$ cat config.mk
export PLATFORM = sky130hd
export DESIGN_NAME = spi_slave_regfile
export DESIGN_NICKNAME = d
export VERILOG_FILES = /design/src/rtl/spi_slave_regfile.sv
export SDC_FILE = /design/constraint.sdc
export NUM_CORES = 1
export LEC_CHECK = 0
export BUFFER_PORTS_ARGS = -buffer_cell sky130_fd_sc_hd__buf_4
export CORE_ASPECT_RATIO = 1.2
export CORE_MARGIN = 1.5
export CORE_UTILIZATION = 41
export CTS_CLUSTER_DIAMETER = 150
export DETAILED_ROUTE_END_ITERATION = 6
export GPL_ROUTABILITY_DRIVEN = 0
export HOLD_SLACK_MARGIN = 0.06
export PLACE_DENSITY = 0.69
export SYNTH_ARGS = -nofsm -noshare
export SYNTH_HDL_FRONTEND = slang
export SYNTH_SLANG_ARGS = --single-unit
$ cat constraint.sdc
create_clock -name clk -period 16.3 [get_ports clk]
set_clock_uncertainty 0.1 [all_clocks]
set_input_delay 3.26 -clock clk [delete_from_list [all_inputs] [get_ports clk]]
set_output_delay 3.26 -clock clk [all_outputs]
set_load 0.1 [all_outputs]
$ cat src/rtl/spi_slave_regfile.sv
// SPI mode-0 target holding a small register bank; SCLK/CS_N/MOSI are oversampled
// by clk, a local port preloads registers and SPI writes are reported as pulses.
module spi_slave_regfile #(
   parameter int W_DATA = 32,
   parameter int W_ADDR = 3,
   parameter int W_CMD  = 8
) (
   input  logic              clk,
   input  logic              rst,
   input  logic              sclk,
   input  logic              cs_n,
   input  logic              mosi,
   output logic              miso,
   output logic              miso_oe,
   input  logic              ld_en,
   input  logic [W_ADDR-1:0] ld_addr,
   input  logic [W_DATA-1:0] ld_data,
   output logic              wr_valid,
   output logic [W_ADDR-1:0] wr_addr,
   output logic [W_DATA-1:0] wr_data,
   output logic              frame_err
);

   localparam int unsigned N_REGS = 2 ** W_ADDR;
   localparam int          W_MAX  = (W_DATA > W_CMD) ? W_DATA : W_CMD;
   localparam int          W_CNT  = $clog2(W_MAX + 1);
   localparam logic [W_CNT-1:0] CMD_LAST  = W_CNT'(W_CMD - 1);
   localparam logic [W_CNT-1:0] DATA_LAST = W_CNT'(W_DATA - 1);

   typedef enum logic [2:0] {IDLE, CMD, DATA_WR, DATA_RD, WAIT_CS} state_t;

   logic              sclk_s1, sclk_s2, sclk_q;
   logic              cs_s1, cs_s2, cs_q;
   logic              mosi_s1, mosi_s2;
   logic              sclk_rise, sclk_fall, cs_fall;

   logic [W_DATA-1:0] regs [N_REGS];
   state_t            state;
   logic [W_CNT-1:0]  bit_cnt;
   logic [W_CMD-1:0]  cmd_sr;
   logic [W_CMD-1:0]  cmd_next;
   logic [W_ADDR-1:0] addr;
   logic [W_DATA-1:0] shreg;
   logic              rd_load;
   logic              commit;

   always_ff @(posedge clk or posedge rst) begin
      if (rst) begin
         sclk_s1 <= 1'b0;
         sclk_s2 <= 1'b0;
         sclk_q  <= 1'b0;
         cs_s1   <= 1'b1;
         cs_s2   <= 1'b1;
         cs_q    <= 1'b1;
         mosi_s1 <= 1'b0;
         mosi_s2 <= 1'b0;
         miso_oe <= 1'b0;
      end else begin
         sclk_s1 <= sclk;
         sclk_s2 <= sclk_s1;
         sclk_q  <= sclk_s2;
         cs_s1   <= cs_n;
         cs_s2   <= cs_s1;
         cs_q    <= cs_s2;
         mosi_s1 <= mosi;
         mosi_s2 <= mosi_s1;
         miso_oe <= ~cs_s2;
      end
   end

   always_comb begin
      sclk_rise = sclk_s2 & ~sclk_q;
      sclk_fall = ~sclk_s2 & sclk_q;
      cs_fall   = ~cs_s2 & cs_q;
      cmd_next  = {cmd_sr[W_CMD-2:0], mosi_s2};
   end

   always_ff @(posedge clk or posedge rst) begin
      if (rst) begin
         state     <= IDLE;
         bit_cnt   <= '0;
         cmd_sr    <= '0;
         addr      <= '0;
         shreg     <= '0;
         miso      <= 1'b0;
         rd_load   <= 1'b0;
         commit    <= 1'b0;
         frame_err <= 1'b0;
      end else begin
         frame_err <= 1'b0;
         rd_load   <= 1'b0;
         commit    <= 1'b0;
         case (state)
            IDLE: begin
               if (cs_fall) begin
                  state   <= CMD;
                  bit_cnt <= '0;
               end
            end
            CMD: begin
               if (cs_s2) begin
                  state     <= IDLE;
                  frame_err <= 1'b1;
               end else if (sclk_rise) begin
                  cmd_sr <= cmd_next;
                  if (bit_cnt == CMD_LAST) begin
                     bit_cnt <= '0;
                     addr    <= cmd_next[W_ADDR-1:0];
                     if (|cmd_next[W_CMD-2:W_ADDR]) begin
                        frame_err <= 1'b1;
                        state     <= WAIT_CS;
                     end else if (cmd_next[W_CMD-1]) begin
                        state   <= DATA_RD;
                        rd_load <= 1'b1;
                     end else begin
                        state <= DATA_WR;
                     end
                  end else begin
                     bit_cnt <= bit_cnt + 1'b1;
                  end
               end
            end
            DATA_WR: begin
               if (cs_s2) begin
                  state     <= IDLE;
                  frame_err <= 1'b1;
               end else if (sclk_rise) begin
                  shreg <= {shreg[W_DATA-2:0], mosi_s2};
                  if (bit_cnt == DATA_LAST) begin
                     state  <= WAIT_CS;
                     commit <= 1'b1;
                  end else begin
                     bit_cnt <= bit_cnt + 1'b1;
                  end
               end
            end
            DATA_RD: begin
               // The fall that closes the command phase must not shift: bit_cnt
               // stays zero until the first data rise has sampled the MSB.
               if (cs_s2) begin
                  state     <= IDLE;
                  frame_err <= 1'b1;
               end else if (rd_load) begin
                  shreg <= regs[addr];
                  miso  <= regs[addr][W_DATA-1];
               end else if (sclk_rise) begin
                  if (bit_cnt == DATA_LAST) begin
                     state <= WAIT_CS;
                  end else begin
                     bit_cnt <= bit_cnt + 1'b1;
                  end
               end else if (sclk_fall && bit_cnt != '0) begin
                  shreg <= {shreg[W_DATA-2:0], 1'b0};
                  miso  <= shreg[W_DATA-2];
               end
            end
            WAIT_CS: begin
               if (cs_s2) state <= IDLE;
            end
            default: state <= IDLE;
         endcase
      end
   end

   // The local preload is applied after the SPI commit so it wins on a same-address collision.
   always_ff @(posedge clk or posedge rst) begin
      if (rst) begin
         for (int unsigned i = 0; i < N_REGS; i++) regs[i] <= '0;
         wr_valid <= 1'b0;
         wr_addr  <= '0;
         wr_data  <= '0;
      end else begin
         wr_valid <= commit;
         if (commit) begin
            regs[addr] <= shreg;
            wr_addr    <= addr;
            wr_data    <= shreg;
         end
         if (ld_en) regs[ld_addr] <= ld_data;
      end
   end

endmodule

Yosys cells after proc, flatten, opt, wreduce, memory -nomap -nowiden
Cells that the tools add are included.
Storage, ports and cells
  flip-flop bits (word level): 356
  bits in latches: 0
  bits in writable memories: 0
  memory bits (read-only): 0
  input bits: 41
  output and inout bits: 39
  memories kept: 0
Operators by class
  add/sub/neg operators: 1
  $mul: 0
  div/mod/pow operators: 0
  $lt $le $gt $ge: 4
  equality and inequality tests: 20
  shift-type cells: 0
  mux-type cells: 60
  bitwise operators: 8
  reduce and logical (&&, ||, !) cells: 16
Operators by type and width (count)
  bitwise mux 256 bit: 2
  2-to-1 mux 256 bit: 2
  2-to-1 mux 32 bit: 10
  demux 32 bit (select 3 bit): 2
  binary-select mux 32 bit (select 3 bit): 1
  case mux 32 bit (2 select lines): 1
  2-to-1 mux 6 bit: 9
  2-to-1 mux 3 bit: 11
  case mux 6 bit (4 select lines): 1
  2-to-1 mux 1 bit: 19
  inequality test 2 bit, second input constant: 8
  inequality test 3 bit, second input constant: 5
  case mux 3 bit (5 select lines): 1
  >= comparator 4 bit, second input constant: 2
  less-than comparator 4 x 1 -> 1 bit, second input constant: 2
  inverter 3 -> 4 bit: 2
  AND reduction 4 bit: 2
  AND reduction 7 bit: 1
  adder 6 x 1 -> 6 bit, second input constant: 1
  equality test 3 x 2 -> 1 bit, second input constant: 2
  equality test 6 x 3 -> 1 bit, second input constant: 1
  equality test 6 x 5 -> 1 bit, second input constant: 1
  AND reduction 6 bit: 1
  nonzero test 6 bit: 1
  14 further kinds: 21

Longest topological paths before layout
Gate-level depths: netlist of run 1.
  depth in word-level cells: 9
  gate-level depth with buffers: 8
  depth with buffers taken out: 6

Worst setup path after synthesis of run 1
OpenSTA, ideal clock, no wires.
  path type: input to register
  start: input ld_addr[1]
  end: register regs[162] in the netlist's numbering
  setup time: 0.083 ns
  data arrival time: 4.488 ns
  required time: 16.117 ns
  slack: 11.629 ns
  stages on the path: 5
  buffers on the path: 2
  cells stage by stage: clkbuf_1 nor3b_1 clkbuf_1 nand2_1 o21ai_0
Between the ends
  longest elaborated chain between the ends: 7
Ends and longest elaborated chain
  start, declared: RTL line 16  | input logic [W_ADDR-1:0] ld_addr,
  inverter 3 -> 4 bit (implied by the code) *: RTL line 179  | if (ld_en) regs[ld_addr] <= ld_data;
  >= comparator 4 bit (implied by the code) or less-than comparator 4 x 1 -> 1 bit (tied branches): RTL line 179
  logical AND 1 bit (implied by the code): RTL line 179
  2-to-1 mux 32 bit (implied by the code): RTL line 179
  demux 32 bit (select 3 bit) *: RTL line 179
  bitwise mux 256 bit *: RTL line 179
  2-to-1 mux 256 bit *: RTL line 179
  end signal, assigned by index: RTL line 175  | regs[addr] <= shreg;
  end signal, assigned by index: RTL line 179
  end, declared: RTL line 37  | logic [W_DATA-1:0] regs [N_REGS];
Mark *: on every way between the ends. The rest lies on a longest branch, timed or not.
A chain may end at the register's enable or synchronous reset.

==> flow_metrics.tcl, run 1 <==
set metrics [dict create \
    netlist_area_um2 18200 \
    antenna_found_initial 1 \
    synth_cell_types 53 \
    cts_buffer_depth 3 \
    hold_path.startpoint "sclk_s1" \
    nets 1724 \
    grt_pass1_wl_um 77200 \
    outcome "finished clean" \
    portBuffers 79 \
    cts-buffers-inserted 37 \
    hold_buffers 0 \
    synth_compound_area_frac 0.120 \
    drt_iter0_drc 1103 \
    final_cell_mix "dfrtp_1 (349), mux2i_1 (283), nand2_1 (172), nor2_1 (168), a21oi_1 (147)" \
    grt_pass1_vias 13300 \
    syn_nets 1767 \
    rrSetupSlack_ps 12320 \
    die_h_um 234 \
    critical_path.max_fanout 151 \
    timing.setup.tns_ps 0 \
    cts_htree_levels 2 \
    finalCritPeriodShare 0.341 \
    row_count 84 \
    dp_hpwl_um 27100 \
    synth_warnings 0 \
    async_flop_share 1.00 \
    drc 0 \
    wl_per_cell_um 21.4 \
    synth_xor_area_frac 0 \
    finalCriticalPeriod_ps 5560 \
    worst_ep_arrival_time_ps 5960 \
    p_per_area_nw_per_um2 121 \
    rr_worst_depth 6 \
    finalPower_mw 2.43 \
    avgSynthCellArea_um2 10.6 \
    pin_count 80 \
    clkSinkCount 356 \
    synth-seq-area-share 0.490 \
    synth_flop_cell "dfrtp_1" \
    final_common_cell "dfrtp_1" \
    path_class "primary input to asynchronous set/reset pin" \
    crit_required_ps 16700 \
    final_hold_viol_count 0 \
    min_to "sclk_s2" \
    critPathLaunchType "primary input" \
    clockRootBuffer "clkbuf_16" \
    ir_drop_mv 0.0757 \
    synth_cells 1724 \
    synthTopCellsByArea "dfrtp_1 (49%), mux2i_1 (16%), mux4_2 (5.0%), a21oi_1 (4.0%), o21ai_0 (3.6%)" \
    hold_path.class "register to register" \
    initial_core_util 0.415 \
    synth_top_family_by_area "multiplexers" \
    firstDrtPassIters 5 \
    ant_nets 0 \
    post_cts_buffers 0 \
    rr_startpoint "addr[1]" \
    synth.top_cell.area_share 0.486 \
    routed_wl_um 48600 \
    gr-total-overflow 0 \
    clk_pin_slew_worst_paths_ps 60 \
    vias 13100 \
    p_leak_nw 8.84 \
    drv_cap 0 \
    die_w_um 195 \
    hold_depth 0 \
    cp-end-kind "asynchronous set/reset pin" \
    viasPerCell 5.79 \
    worstMarginPinSlew_ps 1180 \
    die-area_um2 45600 \
    worstSkewPairLatency_ps 560 \
    synth.area.mux_share 0.250 \
    grt_util_all_layers 0.216 \
    rr_endpoint "regs[182]" \
    synth-seq-cells 356 \
    synth-edff-count 0 \
    rsz0062_at_grt "false" \
    setup_viol 0 \
    ctsResizeCount 0 \
    yosys.area.top_type "dfrtp_1" \
    synthSimpleGateAreaFrac 0.0943 \
    areaGrowthSynthToFinish_pct 10.7 \
    coreArea_um2 43800 \
    grt_start_max_net_pins 152 \
    diodes 0 \
    synthAdderAreaFrac 0.00138 \
    max_slew_margin 0.216 \
    cts_tree "done" \
    fmax_mhz 180 \
    final_max_slew_viol_count 0 \
    layout-drive-gt1-share 0.175 \
]
Yosys cell counts (2+ instances only):
| master | instances |
|---|---|
| nor2_1 | 170 |
| nor3b_1 | 2 |
| mux2i_1 | 283 |
| a31oi_1 | 18 |
| nand2_1 | 172 |
| o21a_1 | 2 |
| mux2_4 | 17 |
| or3_1 | 2 |
| a221o_1 | 25 |
| a21oi_1 | 147 |
| or4_1 | 4 |
| nor3_1 | 2 |
| o221ai_1 | 12 |
| buf_1 | 10 |
| ha_1 | 2 |
| nand3_1 | 9 |
| nor2b_1 | 6 |
| or2_2 | 2 |
| nand4b_1 | 6 |
| o31ai_1 | 28 |
| or4b_2 | 2 |
| nand4_1 | 4 |
| buf_6 | 2 |
| buf_2 | 33 |
| mux2_2 | 49 |
| nor3_2 | 2 |
| dfrtp_1 | 353 |
| and3_1 | 5 |
| inv_1 | 7 |
| o2111ai_1 | 2 |
| mux4_2 | 40 |
| nand2b_1 | 7 |
| o211ai_1 | 3 |
| buf_4 | 2 |
| nor4_1 | 2 |
| clkbuf_1 | 144 |
| dfstp_2 | 3 |
| o21ai_0 | 130 |
stage by stage:
stage / area [um2] / hold WS, ps / utilization / setup slack (ps) / cells
4_1_cts: 20100 / 249 / 0.459 / 10680 / 2264
3_3_place_gp: 19000 / 234 / 0.433 / 10180 / 2201
2_1_floorplan: 18200 / 231 / - / 3070 / 1724
6_report: 20100 / 246 / 0.459 / 10740 / 2264
5_1_grt: 20100 / 260 / 0.459 / 10260 / 2264
3_5_place_dp: 19000 / 236 / 0.433 / 10130 / 2201
registers in the layout, indices dropped and copies added (netlist names), 3 cells and up:
signal,flops
regs,256
shreg,32
wr_data,32
cmd_sr,7
bit_cnt,6
addr,3
state,3
wr_addr,3
cell families (layout without fill, tap and decap cells):
kind of cell / Yosys count / after routing
buffers and inverters: 198 / 179
adders and majority gates: 2 / 2
and+or+nand+nor: 404 / 404
muxes: 389 / 389
AOI/OAI and AO/OA: 375 / 375
DFF: 356 / 356
routing by layer:
metal | up-vias | share of wire | global-route usage
li1 | 6028 | - | -
met1 | 6605 | 0.43 | 0.280
met2 | 380 | 0.49 | 0.372
met3 | 88 | 0.056 | 0.0334
met4 | 2 | 0.026 | 0.0717
met5 | - | 0.00035 | 0
area by class of cell:
| class | count | area (um2) |
|---|---|---|
| Clock inverter | 14 | 125 |
| Fill cell | 3969 | 23700 |
| Clock buffer | 49 | 1010 |
| Sequential cell | 356 | 8920 |
| Inverter | 7 | 33.8 |
| Timing Repair Buffer | 109 | 818 |
| Multi-Input combinational cell | 1170 | 8530 |
| Tap cell | 559 | 699 |
worst max-delay path by stage:
| stage | start | endpoint | slack [ps] | depth (start not counted) |
|---|---|---|---|---|
| floorplan | rst | addr[0] | 3070 | 1 |
| global placement | rst | wr_data[23] | 10180 | 4 |
| detailed placement | rst | wr_data[24] | 10130 | 4 |
| CTS | rst | wr_data[23] | 10680 | 4 |
| global route | rst | wr_data[24] | 10260 | 4 |
| finish | rst | wr_data[23] | 10740 | 4 |
worst max-delay path, stage by stage:
cell and delay [ps]:
buf_4 130, inv_8 620, buf_4 740, buf_4 910
power breakdown:
part           internal, mW  leakage (nW)  total [mW]  switching, mW
Combinational         0.226          4.00       0.484          0.258
Sequential             1.03          4.27        1.14          0.110
Clock                 0.454         0.566       0.811          0.356
Note: power is estimated with default switching activity, not from simulation.
==> run 2: changes to the inputs <==
Settings changed: PLACE_DENSITY 0.69 to 0.71.
Clock period 16.3 ns to 4.5 ns, I/O delays scaled along.
==> run 2 against run 1 <==
Compared with the run above:
- non-clock buffer count is 5 higher
- sequential power increased to 3.7 times the previous value
- power rose to 3.7 times the previous value
- first-iteration DRC count up 10%
- sequential share of layout area fell by 0.24 points
- die area is the same
- cell count is 0.13% higher
- worst setup slack worse by 9500 ps
- global-route usage barely moved
==> flow_metrics.tcl, run 2 (synthesis results as in run 1) <==
set metrics [dict create \
    ir_drop_mv 0.222 \
    clockRootBuffer "clkbuf_16" \
    final_hold_viol_count 0 \
    hold_buffers 0 \
    max_slew_margin 0.167 \
    power.share.clock 0.336 \
    die_w_um 195 \
    cts_buffer_depth 3 \
    drt_iter0_drc 1217 \
    final_cell_mix "dfrtp_1 (349), mux2i_1 (283), nand2_1 (172), nor2_1 (168), a21oi_1 (147)" \
    firstDrtPassIters 5 \
    antenna_found_initial 1 \
    cts-buffers-inserted 36 \
    sw_frac_of_total 0.293 \
    clkSinkCount 356 \
    worstSkewPairLatency_ps 530 \
    drc 0 \
    pin_count 80 \
    viasPerCell 5.88 \
    top_regs "regs: 256 flops, shreg: 32 flops, wr_data: 32 flops" \
    wl_per_cell_um 21.8 \
    final_common_cell "dfrtp_1" \
    layout-drive-gt1-share 0.176 \
    finalCriticalPeriod_ps 3250 \
    worst_ep_arrival_time_ps 3520 \
    portBuffers 79 \
    die_h_um 234 \
    path_buf_inv 1 \
    outcome "finished clean" \
    power_switching_mw 2.61 \
    fmax_mhz 307 \
    ctsResizeCount 0 \
    slowest_stage "nor2_4" \
    clk_pin_slew_worst_paths_ps 70 \
    p_per_area_nw_per_um2 440 \
    final_max_slew_viol_count 0 \
    pwr-share-comb 0.196 \
    routed_wl_um 49300 \
    setup_ws_ps 1250 \
    gr-total-overflow 0 \
    final_area_um2 20200 \
    finalCritPeriodShare 0.723 \
    cts_tree "done" \
    grt_pass1_vias 13600 \
    areaGrowthSynthToFinish_pct 11.3 \
    worstMarginPinSlew_ps 1240 \
    rrSetupSlack_ps 1250 \
    setup_viol 0 \
    coreArea_um2 43800 \
    critical_path.max_fanout 26 \
    cp-end-kind "register" \
    cts_htree_levels 2 \
    timing.setup.tns_ps 0 \
    crit_required_ps 4770 \
    grt_util_all_layers 0.216 \
    row_count 84 \
    p_seq_frac 0.468 \
    path_class "register to register" \
    fin_hold_ws_ps 251 \
    p_leak_nw 8.87 \
    finalPower_mw 8.90 \
    largest-register "regs" \
    grt_pass1_wl_um 77900 \
    postPlaceCellArea_um2 19100 \
    vias 13300 \
    dp_hpwl_um 29200 \
    largest_reg_flops 256 \
    critPathLaunchType "register" \
    cp_slowest_stage_delay_ps 910 \
    grt_start_max_net_pins 141 \
    nets 1728 \
    ant_nets 0 \
    drv_cap 0 \
    dp_slack_ps 1300 \
    die-area_um2 45600 \
    hold_path.class "register to register" \
    rsz0062_at_grt "false" \
    post_cts_buffers 0 \
    worstPathCellList "nand2b_1 -> nor2_4 -> buf_12 -> mux2i_1 -> o21ai_0" \
    p_int_mw 6.30 \
    crit_family "simple AND/OR/NAND/NOR gates" \
    initial_core_util 0.415 \
]
==> run 2: path summary, 6_finish.rpt <==
check / from / to / depth (start not counted)
worst max-delay path: addr[2] / regs[116] / 5
worst min-delay path: sclk_s1 / sclk_s2 / 0
worst max register to register: addr[2] / regs[116] / 5
worst min register to register: sclk_s1 / sclk_s2 / 0
max in group asynchronous: rst / addr[0] / 3
min in group asynchronous: rst / regs[233] / 3
==> run 2: worst reg2reg max path, cell delays in order (launching register included) <==
cell      delay, ps
dfrtp_2         810
nand2b_1        640
nor2_4          910
buf_12          300
mux2i_1         240
o21ai_0         100
==> run 2: metal layers <==
layer  GRT usage  vias up  routed length (um)
met5           0        -                   0
met4      0.0938        0                1890
met3      0.0282      118                2440
met2       0.374      467               24300
met1       0.274     6702               20700
li1            -     6037                   -
==> run 2: final cells by class <==
type,instances,area [um2]
Clock buffer,50,1010
Timing Repair Buffer,114,918
Sequential cell,356,8920
Inverter,7,30.0
Multi-Input combinational cell,1170,8530
Fill cell,3874,23600
Clock inverter,10,131
Antenna cell,1,2.50
Tap cell,559,699
==> run 2: metrics by stage <==
stage	util	instances
final	0.462	2267
after global routing	0.462	2267
after CTS	0.462	2266
after detailed placement	0.436	2206
after global placement	0.436	2206
after floorplan	-	1724
==> run 2: power groups by stage <==
stage / sequential (mW) / clock (mW) / combinational [mW]
2_1_floorplan: 4.03 / 0 / 1.42
3_3_place_gp: 4.17 / 0 / 1.68
3_5_place_dp: 4.20 / 0 / 1.74
4_1_cts: 4.15 / 3.04 / 1.75
5_1_grt: 4.23 / 3.15 / 1.92
6_report: 4.17 / 2.99 / 1.74
